[src/rtl/xintf_bus_pkg.sv]
// Shared constants, state encoding and helpers for the DSP external-bus initiator.
package xintf_bus_pkg;

  localparam int ADDR_W         = 11;
  localparam int DATA_W         = 16;
  localparam int PHASE_W        = 4;
  localparam int MIN_PHASE_CYC  = 1;
  localparam int MAX_PHASE_CYC  = 15;
  // Responder debounces strobes through two flops, so ACTIVE must outlast that.
  localparam int MIN_ACTIVE_CYC = 3;

  typedef enum logic [1:0] {
    ST_IDLE   = 2'd0,
    ST_LEAD   = 2'd1,
    ST_ACTIVE = 2'd2,
    ST_TRAIL  = 2'd3
  } bus_state_t;

  // Counter preload for a phase lasting 'cyc' clocks (terminal count at zero).
  function automatic logic [PHASE_W-1:0] phase_load(input int cyc);
    return PHASE_W'(cyc - 1);
  endfunction

endpackage

[src/rtl/xintf_phase_counter.sv]
// Loadable down-counter shared by all bus phases; tc flags a count of zero.
module xintf_phase_counter
  import xintf_bus_pkg::*;
(
  input  logic               clk,
  input  logic               srst,
  input  logic               load,
  input  logic [PHASE_W-1:0] load_value,
  output logic [PHASE_W-1:0] count,
  output logic               tc
);

  // Load wins over counting; the count parks at zero until the next load.
  always_ff @(posedge clk) begin
    if (srst) begin
      count <= '0;
    end else if (load) begin
      count <= load_value;
    end else if (count != '0) begin
      count <= count - PHASE_W'(1);
    end
  end

  assign tc = (count == '0);

endmodule

[src/rtl/xintf_bus_master.sv]
// Synchronous lead/active/trail initiator for the DSP external bus used to
// exercise CPLD decoders and latches without a DSP fitted.
module xintf_bus_master
  import xintf_bus_pkg::*;
#(
  parameter int LEAD_CYC   = 2,
  parameter int ACTIVE_CYC = 4,
  parameter int TRAIL_CYC  = 2
) (
  input  logic                clkDspIn,
  input  logic                dsp_reset,
  input  logic                cmd_valid,
  output logic                cmd_ready,
  input  logic                cmd_write,
  input  logic [ADDR_W-1:0]   cmd_addr,
  input  logic [DATA_W-1:0]   cmd_wdata,
  output logic [DATA_W-1:0]   rd_data,
  output logic                done,
  output logic [ADDR_W-1:0]   ab,
  output logic                re,
  output logic                we,
  output logic                xcs,
  output logic [DATA_W-1:0]   db_out,
  output logic                db_oe,
  input  logic [DATA_W-1:0]   db_in
);

  if (LEAD_CYC < MIN_PHASE_CYC || LEAD_CYC > MAX_PHASE_CYC) begin : g_bad_lead
    $error("LEAD_CYC out of range");
  end
  if (ACTIVE_CYC < MIN_ACTIVE_CYC || ACTIVE_CYC > MAX_PHASE_CYC) begin : g_bad_active
    $error("ACTIVE_CYC out of range");
  end
  if (TRAIL_CYC < MIN_PHASE_CYC || TRAIL_CYC > MAX_PHASE_CYC) begin : g_bad_trail
    $error("TRAIL_CYC out of range");
  end

  bus_state_t         state_reg;
  logic               wr_reg;
  logic [PHASE_W-1:0] cnt;
  logic               cnt_tc;
  logic               cnt_load;
  logic [PHASE_W-1:0] cnt_load_value;
  logic               accept;
  logic               trail_last_next;

  // cmd_ready is only ever high in IDLE or on the last TRAIL clock, so an
  // accept always means "start a new cycle" regardless of the current state.
  assign accept = cmd_valid & cmd_ready;

  // The next clock is the final TRAIL clock: done and cmd_ready go high there.
  assign trail_last_next = (state_reg == ST_ACTIVE && cnt_tc && TRAIL_CYC == 1) ||
                           (state_reg == ST_TRAIL && cnt == PHASE_W'(1));

  // Preload the shared counter on every phase entry.
  always_comb begin
    cnt_load       = 1'b0;
    cnt_load_value = '0;
    if (accept) begin
      cnt_load       = 1'b1;
      cnt_load_value = phase_load(LEAD_CYC);
    end else begin
      case (state_reg)
        ST_LEAD: if (cnt_tc) begin
          cnt_load       = 1'b1;
          cnt_load_value = phase_load(ACTIVE_CYC);
        end
        ST_ACTIVE: if (cnt_tc) begin
          cnt_load       = 1'b1;
          cnt_load_value = phase_load(TRAIL_CYC);
        end
        default: ;
      endcase
    end
  end

  xintf_phase_counter u_phase_counter (
    .clk        (clkDspIn),
    .srst       (dsp_reset),
    .load       (cnt_load),
    .load_value (cnt_load_value),
    .count      (cnt),
    .tc         (cnt_tc)
  );

  // Bus FSM; every output is registered and set for the state being entered.
  always_ff @(posedge clkDspIn) begin
    if (dsp_reset) begin
      state_reg <= ST_IDLE;
      wr_reg    <= 1'b0;
      cmd_ready <= 1'b0;
      rd_data   <= '0;
      done      <= 1'b0;
      ab        <= '0;
      re        <= 1'b1;
      we        <= 1'b1;
      xcs       <= 1'b1;
      db_out    <= '0;
      db_oe     <= 1'b0;
    end else begin
      done <= trail_last_next;
      if (accept) begin
        state_reg <= ST_LEAD;
        wr_reg    <= cmd_write;
        cmd_ready <= 1'b0;
        ab        <= cmd_addr;
        xcs       <= 1'b0;
        re        <= 1'b1;
        we        <= 1'b1;
        db_oe     <= cmd_write;
        if (cmd_write) begin
          db_out <= cmd_wdata;
        end
      end else begin
        case (state_reg)
          ST_IDLE: begin
            cmd_ready <= 1'b1;
          end
          ST_LEAD: begin
            cmd_ready <= 1'b0;
            if (cnt_tc) begin
              state_reg <= ST_ACTIVE;
              we        <= ~wr_reg;
              re        <= wr_reg;
            end
          end
          ST_ACTIVE: begin
            cmd_ready <= trail_last_next;
            if (cnt_tc) begin
              state_reg <= ST_TRAIL;
              we        <= 1'b1;
              re        <= 1'b1;
              if (!wr_reg) begin
                rd_data <= db_in;
              end
            end
          end
          ST_TRAIL: begin
            cmd_ready <= trail_last_next | cnt_tc;
            if (cnt_tc) begin
              state_reg <= ST_IDLE;
              xcs       <= 1'b1;
              db_oe     <= 1'b0;
            end
          end
          default: begin
            state_reg <= ST_IDLE;
          end
        endcase
      end
    end
  end

endmodule

[config.mk]
export PLATFORM = sky130hd
export DESIGN_NAME = xintf_bus_master
export DESIGN_NICKNAME = d
export VERILOG_FILES = /design/src/rtl/xintf_bus_pkg.sv /design/src/rtl/xintf_phase_counter.sv /design/src/rtl/xintf_bus_master.sv
export SDC_FILE = /design/constraint.sdc
export NUM_CORES = 1
export LEC_CHECK = 0
export BUFFER_PORTS_ARGS = -buffer_cell sky130_fd_sc_hd__buf_2
export CORE_MARGIN = 1
export CORE_UTILIZATION = 43
export DETAILED_ROUTE_END_ITERATION = 12
export GPL_TIMING_DRIVEN = 0
export PLACE_DENSITY = 0.84
export SLEW_MARGIN = 20
export SYNTH_ARGS = -nofsm -noshare
export SYNTH_HDL_FRONTEND = slang
export SYNTH_SLANG_ARGS = --single-unit
[constraint.sdc]
create_clock -name clkDspIn -period 1.8 [get_ports clkDspIn]
set_input_delay 0.09 -clock clkDspIn [delete_from_list [all_inputs] [get_ports clkDspIn]]
set_output_delay 0.09 -clock clkDspIn [all_outputs]
set_load 0.05 [all_outputs]
==> impl_metrics.toml <==
[outcome]
outcome = "finished, final reports clean"

[clock_tree]
cts_buffer_depth = 2
clk_pin_slew_worst_paths_ns = 0.10
clk_latency_ns = 0.31
htree_levels = 2
cts_sinks = 56
cts_tree = "built"
root_buffer = "clkbuf_8"
cts_made_buffers = 5

[power_and_ir_drop]
sw_frac_of_total_pct = 41.1
p_per_area_nw_per_um2 = 1410
clkPwrFrac_pct = 19.6
power.internal_uw = 2520
power_switching_uw = 1750
power_frac_comb_pct = 45.1
vdd_drop_max_uv = 578
p_leak_uw = 0.00136
power_frac_seq_pct = 35.4

[detailed_routing]
vias_per_cell = 5.08
post-route-drc-count = 0
avgRoutedWirePerCell_um = 12.5
drtIter0Drc = 91
dr.pass1.iters = 4
detail-route-antenna-nets = 0
routed_wl_um = 5580
num_vias = 2266

[placement]
portBuffers = 94
place_congestion = 0.780
place_hpwl_um = 3970
postPlaceCellArea_sq_um = 2850

[worst_setup_path]
max_stage_delay_ns = 0.42
crit_required_ns = 1.97
r2r_slack_ns = 0.05
crit_path_end_kind = "flop"
cpMaxStageDelayCell = "or3_1"
crit_chain = "inv_1 > ha_1 > or3_1 > a2111oi_2 > nor4_1"
crit_fanout = 6
critical_path.top_delay_family = "simple AND/OR/NAND/NOR gates"
r2r-start = "state_reg[1]$_SDFFE_PP0P_"
critPathArrivalTime_ns = 1.93
reg2reg_depth = 5
start_kind = "flop"
crit_buf_inv = 1
path_class = "flop to flop"
worst_r2r_endpoint = "state_reg[0]$_SDFFE_PP0P_"

[die]
io_pins = 96
die-area_sq_um = 5620
die_h_um = 75.0
start_util_pct = 44.8
core_sq_um = 5110
die_w_um = 75.0
rows = 26

[timing]
clock_skew_ns = 0.00725
worst_pin_slew_ns = 0.536
post-route-min-period_ns = 1.75
slew_headroom_pct = 64.3
slew_violations = 0
fmax_mhz = 570
finalCritPeriodShare_pct = 97.4
setup_viol = 0
hold_viol_final = 0
rsz0062_at_grt = "true"

[job]
max-cap-violations = 0

[finish]
most-common-layout-cells = "98 x buf_2, 58 x nand2_1, 53 x dfxtp_1"
drive_gt1_share_pct = 33.8
reg_top3 = "db_out: 16 flops, rd_data: 16 flops, ab: 11 flops"
num-nets-final = 430
final_common_cell = "buf_2"
n_antenna_cell = 0
post-route-util_pct = 59.4
area_growth_pct = 32.4
fin_area_sq_um = 3030

[yosys]
synthTopCellsByArea = "dfxtp_1 49%, a21oi_1 11%, nand2_1 9.5%"
postSynth.asyncResetShare_pct = 0
ys_seq_area_share_pct = 49.0
synth-seq-cells = 56
ys_warn_count = 0
syn_inst = 271
synth_area_per_cell_sq_um = 8.45
synth_cell_types = 38
syn_area_sq_um = 2290
synth_ff_type = "dfxtp_1"
yosysTopAreaCell = "dfxtp_1"
synth.top_cell.area_share_pct = 49.0
syn_nets = 326
synth-edff-count = 0

[global_route]
grt_antenna_before_repair = 0
grt_pass1_wl_um = 8220
grt_usage_pct = 19.3
grt_max_degree = 19
grt_pass1_vias = 1942
grt-ovfl-total = 0

[hold_path]
min_to = "ab[10]$_SDFFE_PP0P_"
hp-class = "primary input to flop"
min_path_cells = 3
min-delay-start = "cmd_addr[10]"
[worst max path at each step]
stage,slack (ns),to,cells after the start,start
after detailed placement,-0.06,state_reg[0]$_SDFFE_PP0P_,5,u_phase_counter.count[0]$_SDFFE_PP0P_
after global routing,-0.08,state_reg[0]$_SDFFE_PP0P_,5,state_reg[1]$_SDFFE_PP0P_
final,0.05,state_reg[0]$_SDFFE_PP0P_,5,state_reg[1]$_SDFFE_PP0P_
after floorplan,0.15,rd_data[0]$_SDFFE_PP0P_,7,u_phase_counter.count[0]$_SDFFE_PP0P_
after global placement,0.02,state_reg[0]$_SDFFE_PP0P_,5,u_phase_counter.count[0]$_SDFFE_PP0P_
after CTS,0.02,rd_data[7]$_SDFFE_PP0P_,7,u_phase_counter.count[0]$_SDFFE_PP0P_
[area by class of cell]
| type | instances | area, sq um |
|---|---|---|
| buffer | 19 | 109 |
| clock buffer | 5 | 68.8 |
| clock inverter | 3 | 47.5 |
| fill | 497 | 2080 |
| inverter | 7 | 26.3 |
| multi-input combinational | 189 | 1070 |
| sequential | 56 | 1120 |
| tap | 70 | 87.6 |
| timing repair buffer | 97 | 498 |
[worst register-to-register path, stage by stage (launching register included)]
cell	delay (ns)
dfxtp_2	0.40
inv_1	0.08
ha_1	0.23
or3_1	0.42
a2111oi_2	0.38
nor4_1	0.10
[kinds of logic (layout without fill, tap and decap cells)]
logic type	Yosys count	after routing	share of synthesized area, %
muxes	3	3	1.37
buffers and inverters	26	131	5.79
adders and majority gates	8	8	4.37
DFF	56	56	49.0
AOI/OAI and AO/OA	80	80	19.0
and+or+nand+nor	98	98	20.5
[synth_stat cells, types with 2 or more instances]
| cell type | number |
|---|---|
| a21oi_1 | 51 |
| inv_1 | 7 |
| buf_2 | 4 |
| mux2i_1 | 2 |
| nand2_1 | 58 |
| ha_1 | 8 |
| nand3_1 | 17 |
| buf_1 | 2 |
| a2111oi_0 | 2 |
| nor2_1 | 6 |
| o21ai_1 | 12 |
| and3_1 | 2 |
| and4b_1 | 2 |
| dfxtp_1 | 56 |
| buf_6 | 2 |
| nand2b_1 | 2 |
| nor3b_1 | 2 |
| o21ai_0 | 7 |
| clkbuf_1 | 9 |
| o211ai_1 | 2 |
[stage by stage]
| step | setup TNS (ns) | cells | hold slack (ns) | total power (uW) | setup slack, ns |
|---|---|---|---|---|---|
| finish | 0 | 446 | 0.00706 | 4270 | 0.0462 |
| global placement | 0 | 435 | 0.330 | 3270 | 0.0211 |
| floorplan | 0 | 271 | 0.224 | 2900 | 0.149 |
| CTS | 0 | 443 | 0.000459 | 4220 | 0.0213 |
| detailed placement | -0.0968 | 435 | 0.336 | 3330 | -0.0602 |
| global route | -0.142 | 446 | 0.000734 | 4540 | -0.0843 |
[metal layers]
layer  track usage, %  part of all wire, %  routed length, um
met1             23.4                   45               2510
met2             32.3                   47               2630
met3             4.69                  6.3                354
met4             9.01                  1.5                 85
met5                0                    0                  0
[repair_timing]
item	CTS	global route
buffers inserted	0	1
setup endpoints to repair	13	25
hold endpoints to repair	0	2
hold buffers	0	2
pin swaps	0	0
resized for setup	6	9
[power groups by stage]
stage               Sequential (uW)  Combinational [uW]  Clock, uW
CTS                            1500                1860        858
floorplan                      1900                1000          0
global placement               1520                1750          0
global route                   1530                2100        916
detailed placement             1530                1800          0
finish                         1510                1920        835
No activity file was read; power rests on OpenSTA's default activity.
